===== config.mk =====
export PLATFORM = sky130hd
export DESIGN_NAME = mux8to1_16bit
export DESIGN_NICKNAME = d
export VERILOG_FILES = /design/src/rtl/mux8to1_pkg.sv /design/src/rtl/mux8to1_16bit.sv
export SDC_FILE = /design/constraint.sdc
export NUM_CORES = 1
export LEC_CHECK = 0
export CAP_MARGIN = 5
export CORE_UTILIZATION = 35
export DETAILED_ROUTE_END_ITERATION = 16
export HOLD_SLACK_MARGIN = 0.06
export PLACE_DENSITY = 0.86
export SLEW_MARGIN = 20
export SYNTH_ARGS = -nofsm -noshare
export SYNTH_HDL_FRONTEND = slang
export SYNTH_SLANG_ARGS = --single-unit

===== constraint.sdc =====
create_clock -name clk -period 2.04 [get_ports clk]
set_input_delay 0.51 -clock clk [delete_from_list [all_inputs] [get_ports clk]]
set_output_delay 0.51 -clock clk [all_outputs]
set_load 0.05 [all_outputs]

===== src/rtl/mux8to1_pkg.sv =====
// Shared constants for the registered 8-to-1 multiplexer.
package mux8to1_pkg;

    localparam int SEL_W         = 3;
    localparam int DEFAULT_WIDTH = 16;

    localparam logic [SEL_W-1:0] SEL_IN0 = 3'd0;
    localparam logic [SEL_W-1:0] SEL_IN1 = 3'd1;
    localparam logic [SEL_W-1:0] SEL_IN2 = 3'd2;
    localparam logic [SEL_W-1:0] SEL_IN3 = 3'd3;
    localparam logic [SEL_W-1:0] SEL_IN4 = 3'd4;
    localparam logic [SEL_W-1:0] SEL_IN5 = 3'd5;
    localparam logic [SEL_W-1:0] SEL_IN6 = 3'd6;
    localparam logic [SEL_W-1:0] SEL_IN7 = 3'd7;

endpackage


===== src/rtl/mux8to1_16bit.sv =====
// Registered 8-to-1 multiplexer with load enable and a valid flag.
// Optional even-parity output when MUX8TO1_PARITY_EN is defined.
module mux8to1_16bit
    import mux8to1_pkg::*;
#(
    parameter int WIDTH = DEFAULT_WIDTH
) (
    input  logic             clk,
    input  logic             rst_n,
    input  logic [WIDTH-1:0] in0,
    input  logic [WIDTH-1:0] in1,
    input  logic [WIDTH-1:0] in2,
    input  logic [WIDTH-1:0] in3,
    input  logic [WIDTH-1:0] in4,
    input  logic [WIDTH-1:0] in5,
    input  logic [WIDTH-1:0] in6,
    input  logic [WIDTH-1:0] in7,
    input  logic [SEL_W-1:0] sel,
    input  logic             en,
    output logic [WIDTH-1:0] out,
`ifdef MUX8TO1_PARITY_EN
    output logic             out_parity,
`endif
    output logic             out_valid
);

    logic [WIDTH-1:0] selected;

    // All eight codes are decoded explicitly, so no default arm is needed.
    always_comb begin
        selected = in0;
        case (sel)
            SEL_IN0: selected = in0;
            SEL_IN1: selected = in1;
            SEL_IN2: selected = in2;
            SEL_IN3: selected = in3;
            SEL_IN4: selected = in4;
            SEL_IN5: selected = in5;
            SEL_IN6: selected = in6;
            SEL_IN7: selected = in7;
        endcase
    end

    always_ff @(posedge clk or negedge rst_n) begin
        if (!rst_n) begin
            out       <= '0;
            out_valid <= 1'b0;
        end else begin
            out_valid <= en;
            if (en) begin
                out <= selected;
            end
        end
    end

`ifdef MUX8TO1_PARITY_EN
    assign out_parity = ^out;
`endif

endmodule


==> results, run 1 <==
- The first detailed-routing pass took 4 iterations.
- The data required time of the worst path is 1.53 ns.
- The die footprint is 5290 um^2.
- The xor/xnor cell area share of the yosys netlist is 0%.
- The layout overhead on the synthesized area is 91.7%.
- 0 antenna diodes ended up in the layout.
- The adder-cell share of the synthesized area is 0%.
- The total placed instance area is 3310 um^2.
- After detailed routing, the total wire length is 6440 um.
- The highest metal layer used by the detailed router is met4.
- The top cell family by delay on the critical path is buffers and inverters.
- The final critical path time including I/O delays and setup is 1.98 ns.
- Summing all non-filler instances in the final layout gives an area of 3360 um^2.
- The initial antenna violation count is 0.
- The final core utilization is 70.6%.
- Sequential cells were found to cover 24.3% of the synthesized design area.
- The critical path launch point type is a flip-flop.
- The share of cell area taken by muxes after synthesis is 26.8%.
- The dominant combinational cell family by area after synthesis is compound AO/OA/AOI/OAI gates.
- The final net count is 479.
- Max-cap violations in this run came to 0.
- The detailed-routing wirelength on met1 is 2200 um.
- The critical path buffer and inverter count is 1.
- The hold violation count in the final report is 0.
- In the finished design, the share of the clock period the worst path needs comes to 96.9%.
- The clock passes through at most 2 buffers.
- CTS placed an instance of sky130_fd_sc_hd__clkbuf_8 at the clock tree root.
- In this run the remaining antenna-violating nets after routing total 0.
- The largest single stage delay on the critical path is 0.82 ns.
- Summing every instance area after synthesis gives 1750 um^2.
- After synthesis, the mean cell area works out to 9.12 um^2.
- The post-synthesis compound-gate area fraction is 26.8%.
- In this run the post-CTS setup repair buffer count came out at 0.
- After clock tree synthesis, the flow added hold-fix buffers numbering 0.
- The aggregate global routing overflow is 0.
- Counting every net in the synthesized netlist gives 326.
- The leakage power figure is 0.00141 uW.
- For the pin with the worst max-slew slack, the measured transition is 0.524 ns.
- The congestion estimate from routability-driven global placement came to 0.873.
- The maximum ir drop on the vdd rail is 0.224 mV.
- The number of warnings printed during yosys synthesis is 0.
- The floorplan has 25 rows.
- The vertical die dimension is 72.7 um.
- The first global-routing pass estimated 9980 um of wire.
- The worst setup path is captured at an output pin.
- Summing all flip-flop and latch instances after layout gives 425 um^2.
- Setup repair after global routing left no endpoint under its margin.
- In the detailed route, the total length drawn on met2 is 3460 um.
- The latest clock arrival within the worst-skew pair is 0.25 ns.
- After routing, the total negative slack on setup checks comes to 0 ns.
- The clock input transition at the sequential cells of the worst setup and hold paths is 0.07 ns.
- The final setup violation count is 0.
- The layout has 409 filler cells.
- The worst hold path class is reg2reg.
- During I/O placement, the number of pins put on the boundary was 151.
- The die span in x is 72.7 um.
- In the final layout, the multi-input gates occupy 1100 um^2.
- The distinct cell type count of the synthesized netlist is 36.
- The post-cts repair resize count is 0.
- The number of standard cells after synthesis is 192.
- The via total after detailed routing is 2,140.
- In this run the worst path has a maximum fanout of 2.
- For the worst setup path, the data arrival time is 1.47 ns.
- The mean routed wirelength per cell is 15.7 um.
- Clock skew on the completed layout was measured at 0 ns.
- The path type of the worst setup path is reg2out.
- The max-slew violation count is 0.
- After synthesis the netlist holds a flip-flop and latch count of 17.
- The ratio of routed vias to standard cells is 5.21.
- The CTS buffer count is 3.
- The starting density of the core is 36.8%.
- The number of sinks on the clock net is 17.
- The H-tree depth is 1.
- Across all hold checks on the routed design, the worst slack comes to 0.513 ns.
- In the final layout, the share of cells above drive strength 1 is 10.5%.
- Wire segments on met3 add up to 673 um in the final route.
- In the routed design, unresolved DRC markers number 0.
- The flow ran to the end, and the final reports show no timing, DRC or antenna violations.
- The region available for standard cell placement spans 4750 um^2.
- The maximum achievable frequency is 506 MHz.
- The CTS tree is done.
- The number of global-route vias before repair is 2,208.
- The detailed placement HPWL is 5370 um.
- The simple logic cell fraction of the synthesized area is 9.29%.
- The power per unit of standard cell area is 432 nW/um^2.
- The number of design-rule violations left by the first detailed-router iteration is 63.
- The largest net degree at the start of global routing is 35.
- Headroom to the max-slew limit came out at 65.0%.
- The critical path goes through clkdlybuf4s50_1.
- In this run the tool buffered the top-level ports with 150 buffer cells.
- The largest individual stage delay along the critical path comes from the cell sky130_fd_sc_hd__clkdlybuf4s50_1.
- The global-route usage over all layers is 24.8%.
-- cells in the final DEF (no fill, tap or decap), types with 2 or more instances in the layout --
master                            instances
sky130_fd_sc_hd__a2111oi_1                2
sky130_fd_sc_hd__a211oi_1                12
sky130_fd_sc_hd__a21oi_1                  6
sky130_fd_sc_hd__a2bb2oi_1                3
sky130_fd_sc_hd__buf_12                   3
sky130_fd_sc_hd__buf_4                   23
sky130_fd_sc_hd__clkbuf_8                 3
sky130_fd_sc_hd__clkdlybuf4s50_1        140
sky130_fd_sc_hd__dfrtp_1                 17
sky130_fd_sc_hd__inv_1                   15
sky130_fd_sc_hd__mux2i_1                 42
sky130_fd_sc_hd__nand2_1                  4
sky130_fd_sc_hd__nor2_1                   4
sky130_fd_sc_hd__nor3b_1                 10
sky130_fd_sc_hd__o21a_1                   2
sky130_fd_sc_hd__o21ai_0                 11
sky130_fd_sc_hd__o21ai_1                  4
sky130_fd_sc_hd__o221ai_1                 9
sky130_fd_sc_hd__o22ai_1                 18
sky130_fd_sc_hd__or2b_1                   2
-- metrics by stage --
| step | setup WS [ns] | total power [uW] | instances |
|---|---|---|---|
| finish | 0.0623 | 1450 | 411 |
| global route | 0.0226 | 1530 | 411 |
| detailed placement | -0.184 | 1200 | 407 |
| global placement | -0.126 | 1190 | 407 |
| floorplan | 0.454 | 792 | 192 |
| CTS | 0.0553 | 1460 | 411 |
-- cell families (layout without fill, tap and decap cells) --
family	after synthesis	after routing
compound gates	70	70
mux	44	44
buf+inv	35	187
simple gates	26	26
flops	17	17
-- sequential cells by signal, indices dropped and copies added, names as in the netlist --
name	cells
out	16
out_valid	1
-- path summary, 6_finish.rpt --
path | start | endpoint | slack (ns) | depth (start not counted)
setup / recovery | out[7] | out[7] | 0.06 | 1
hold / removal | out[14] | out[14] | 0.51 | 2
min in group asynchronous | rst_n | out[13] | 0.59 | 2
setup reg to reg | out[6] | out[6] | 1.34 | 1
hold reg to reg | out[14] | out[14] | 0.51 | 2
max in group asynchronous | rst_n | out[4] | 1.25 | 2
-- where the power goes --
part	switching, uW	leakage, uW	internal [uW]	total [uW]
logic	367	0.00118	423	790
registers	24.8	0.000207	380	405
clock network	119	0.0000255	136	255
total	511	0.00141	938	1450
-- cell usage after synthesis, drive strengths merged --
master        count  area (um^2)
or3               1         6.26
nor3b            10         75.1
nor2b             1         8.76
mux4              2         48.8
a2bb2oi           3         26.3
buf              14          129
or2b              2         15.0
and3b             1         8.76
nand2b            1         6.26
dlygate4sd1       1         8.76
inv              16         60.1
o221ai            9         78.8
o21a              2         15.0
clkbuf            3         15.0
a31oi             1         6.26
a21oi             6         30.0
dfrtp            17          425
a211oi           12         90.1
mux2i            42          420
dlymetal6s2s      1         12.5
a2111oi           2         17.5
o22ai            18          113
o21ai            15         75.1
nand2             5         21.3
nor2              5         21.3
o211a             1         10.0
o211ai            1         7.51
-- area by class of cell --
cell class	count	area share, %
tap	67	2.50
sequential	17	12.7
inverter	16	1.79
clock inverter	1	0.149
timing repair buffer	167	48.8
multi-input combinational	140	32.9
clock buffer	3	1.23
-- routing by layer --
| layer | GRT usage [%] | up-vias |
|---|---|---|
| met2 | 50.7 | 112 |
| li1 | - | 1040 |
| met4 | 7.84 | 0 |
| met3 | 6.49 | 8 |
| met1 | 23.6 | 980 |
| met5 | 0 | - |
(Power assumes the default switching activity.)
==> run 2, diff against run 1 <==
Settings changed: GPL_TIMING_DRIVEN from default to 0.
==> results, run 2 (same netlist as run 1, synthesis figures left out) <==
- The flip-flop count of the largest register after layout is 16 (unchanged).
- The number of diodes added for antenna fixing is 0 (unchanged).
- Result of the run: completed (unchanged).
- The clock share of power was 16.9% (was 17.6%).
- The number of maximum-capacitance violations is 0 (unchanged).
- The total DRC errors in the routed layout is 0 (unchanged).
- The global-route usage over all layers is 25.9% (was 24.8%).
- The number of sinks on the clock net is 17 (unchanged).
- The fraction of layout cells with a size suffix above 1 is 7.27% (was 10.5%).
- The leakage power figure is 0.00140 uW (was 0.00141 uW).
- The maximum ir drop on the vdd rail was 0.378 mV (was 0.224 mV).
- The port buffer count is 148 (was 150).
- The number of design-rule violations left by the first detailed-router iteration is 76 (was 63).
- The hold violation count in the final report is 0 (unchanged).
- The latest clock arrival within the worst-skew pair is 0.25 ns (about the same).
- Largest registers: out x16, out_valid x1 (unchanged).
- The layout overhead on the synthesized area is 92.9% (was 91.7%).
- The die span in x came to 72.7 um (unchanged).
- The biggest cell delay along the critical path is 0.47 ns (was 0.82 ns).
- The cell with the largest stage delay on the worst path is sky130_fd_sc_hd__clkdlybuf4s50_1 (unchanged).
- Crit path cell chain: clkdlybuf4s50_1 > clkbuf_4 > or2b_1 > buf_4 > o22ai_1 > o221ai_1 > o21ai_0 (was clkdlybuf4s50_1).
- The maximum achievable frequency is 513 MHz (was 506 MHz).
- The critical path launch point type is an input port (was flip-flop).
- The wire length of the first global-routing pass came to 10,200 um (was 9980 um).
- The total placed instance area is 3320 um^2 (was 3310 um^2).
- The share of the clock period used by the worst path is 95.6% (was 96.9%).
- The transition time of the tightest slew-check pin is 0.766 ns (was 0.524 ns).
- The kind of capture point of the worst setup path is a flip-flop (was output pin).
- The placement-stage worst setup slack is -0.436 ns (was -0.184 ns).
- The detailed placement HPWL is 5530 um (was 5370 um).
- The remaining antenna violation count is 0 (unchanged).
- The ratio of routed vias to standard cells came to 5.32 (was 5.21).
- The critical path buffer and inverter count is 3 (was 1).
- The via total after detailed routing came to 2,186 (was 2,140).
- Setup repair after global routing missed its margin: no (unchanged).
- The tightest slew margin relative to the limit came to 48.8% (was 65.0%).
- The internal power is 945 uW (was 938 uW).
- The setup clock skew after layout is 0 ns (unchanged).
- The final non-filler cell total was 411 (unchanged).
- Highest-count cells in the layout ignoring fill and taps: 148 x sky130_fd_sc_hd__clkdlybuf4s50_1, 42 x sky130_fd_sc_hd__mux2i_1, 18 x sky130_fd_sc_hd__o22ai_1, 17 x sky130_fd_sc_hd__dfrtp_1, 15 x sky130_fd_sc_hd__inv_1 (was 140 x sky130_fd_sc_hd__clkdlybuf4s50_1, 42 x sky130_fd_sc_hd__mux2i_1, 23 x sky130_fd_sc_hd__buf_4, 18 x sky130_fd_sc_hd__o22ai_1, 17 x sky130_fd_sc_hd__dfrtp_1).
- The total wirelength of the detailed-routed design is 6840 um (was 6440 um).
- The number of iterations in the first detailed-routing pass is 4 (unchanged).
- The top cell family by delay on the critical path is buffers and inverters (unchanged).
- The final estimated routing congestion in global placement is 0.827 (was 0.873).
- The arrival time of data at the critical path endpoint came to 2.06 ns (was 1.47 ns).
- The final net count is 479 (unchanged).
- The fraction of power spent switching nets is 34.8% (was 35.3%).
- The part of the total power dissipated in combinational logic is 55.4% (was 54.5%).
- The total chip power was 1450 uW (about the same).
- The site row count is 25 (unchanged).
- The final setup violation count came to 0 (unchanged).
- The mean routed wirelength per cell is 16.6 um (was 15.7 um).
- The worst hold slack is 0.508 ns (was 0.513 ns).
- The worst-path maximum fanout is 10 (was 2).
- The path type of the worst setup path was in2reg (was reg2out).
- The CTS tree is done (unchanged).
- The total of hold buffers inserted after clock tree synthesis is 0 (unchanged).
- The final worst-path setup slack was 0.0899 ns (was 0.0623 ns).
- The largest net degree at the start of global routing is 18 (was 35).
- The H-tree depth came to 1 (unchanged).
- The vertical die dimension is 72.7 um (unchanged).
- The leading cell type in the layout, fill and taps excluded is sky130_fd_sc_hd__clkdlybuf4s50_1 (unchanged).
- The maximum buffer depth of the clock tree is 2 (unchanged).
- The number of setup buffers added after CTS is 0 (unchanged).
- The final critical path time including I/O delays and setup came to 1.95 ns (was 1.98 ns).
- The number of cells after detailed placement came to 407 (unchanged).
- The die footprint is 5290 um^2 (unchanged).
- The CTS buffer count is 3 (unchanged).
- The aggregate global routing overflow is 0 (unchanged).
- The buffer type at the clock tree root is sky130_fd_sc_hd__clkbuf_8 (unchanged).
- The starting density of the core is 36.8% (unchanged).
- The power per unit of standard cell area was 429 nW/um^2 (was 432 nW/um^2).
- The register share of total power is 27.7% (was 27.9%).
- The data required time of the worst path is 2.15 ns (was 1.53 ns).
- The core area was 4750 um^2 (unchanged).
- The max-slew violation count came to 0 (unchanged).
- The register with the most flip-flops was out (unchanged).
- The switching power summed over all nets came to 505 uW (was 511 uW).
- The number of global-route vias before repair is 2,211 (was 2,208).
- The I/O pin count came to 151 (unchanged).
- The clock input transition at the sequential cells of the worst setup and hold paths is 0.06 ns (was 0.07 ns).
- The finished layout cell area came to 3380 um^2 (was 3360 um^2).
- The initial antenna violation count was 0 (unchanged).
- The worst hold path class is reg2reg (unchanged).
run 2: final timing paths:
kind | start | end | slack, ns | cells after the start
max | sel[2] | out[12] | 0.09 | 7
min | out[1] | out[1] | 0.51 | 2
max reg2reg | out[6] | out[6] | 1.34 | 1
min reg2reg | out[1] | out[1] | 0.51 | 2
max in group asynchronous | rst_n | out[15] | 0.85 | 1
min in group asynchronous | rst_n | out[1] | 0.71 | 1
run 2: tightest hold or removal path, stage by stage, from the launching register on:
cell and delay, ns:
sky130_fd_sc_hd__dfrtp_1 0.37, sky130_fd_sc_hd__inv_1 0.05, sky130_fd_sc_hd__o21ai_1 0.05
run 2: repair_timing:
action,4_1_cts,5_1_grt
endpoints found under the setup margin,2,8
resized for setup,3,4
gates cloned,0,0
run 2: area by class of cell:
cell class	instances	area (um^2)
clock buffer	4	45.0
fill	407	1380
buffer	19	170
tap	67	83.8
timing repair buffer	148	1480
inverter	16	60.1
multi-input combinational	140	1110
sequential	17	425
run 2: power by group through the flow:
stage	combinational [uW]	clock, uW	sequential, uW
CTS	804	252	401
detailed placement	797	0	407
global route	854	266	405
global placement	790	0	405
finish	804	245	401
floorplan	231	0	560
run 2: routing by layer:
layer	track usage [%]	routed length [um]	vias up
li1	-	-	1039
met3	7.18	682	8
met5	0	0	-
met2	50.1	3600	124
met4	7.84	123	0
met1	26.8	2430	1015
run 2: per-stage QoR:
step / setup TNS (ns) / utilization (%)
6_report: 0 / 71.1
5_1_grt: 0 / 71.1
2_1_floorplan: 0 / -
3_5_place_dp: -2.47 / 69.8
4_1_cts: 0 / 70.9
3_3_place_gp: -2.37 / 69.8
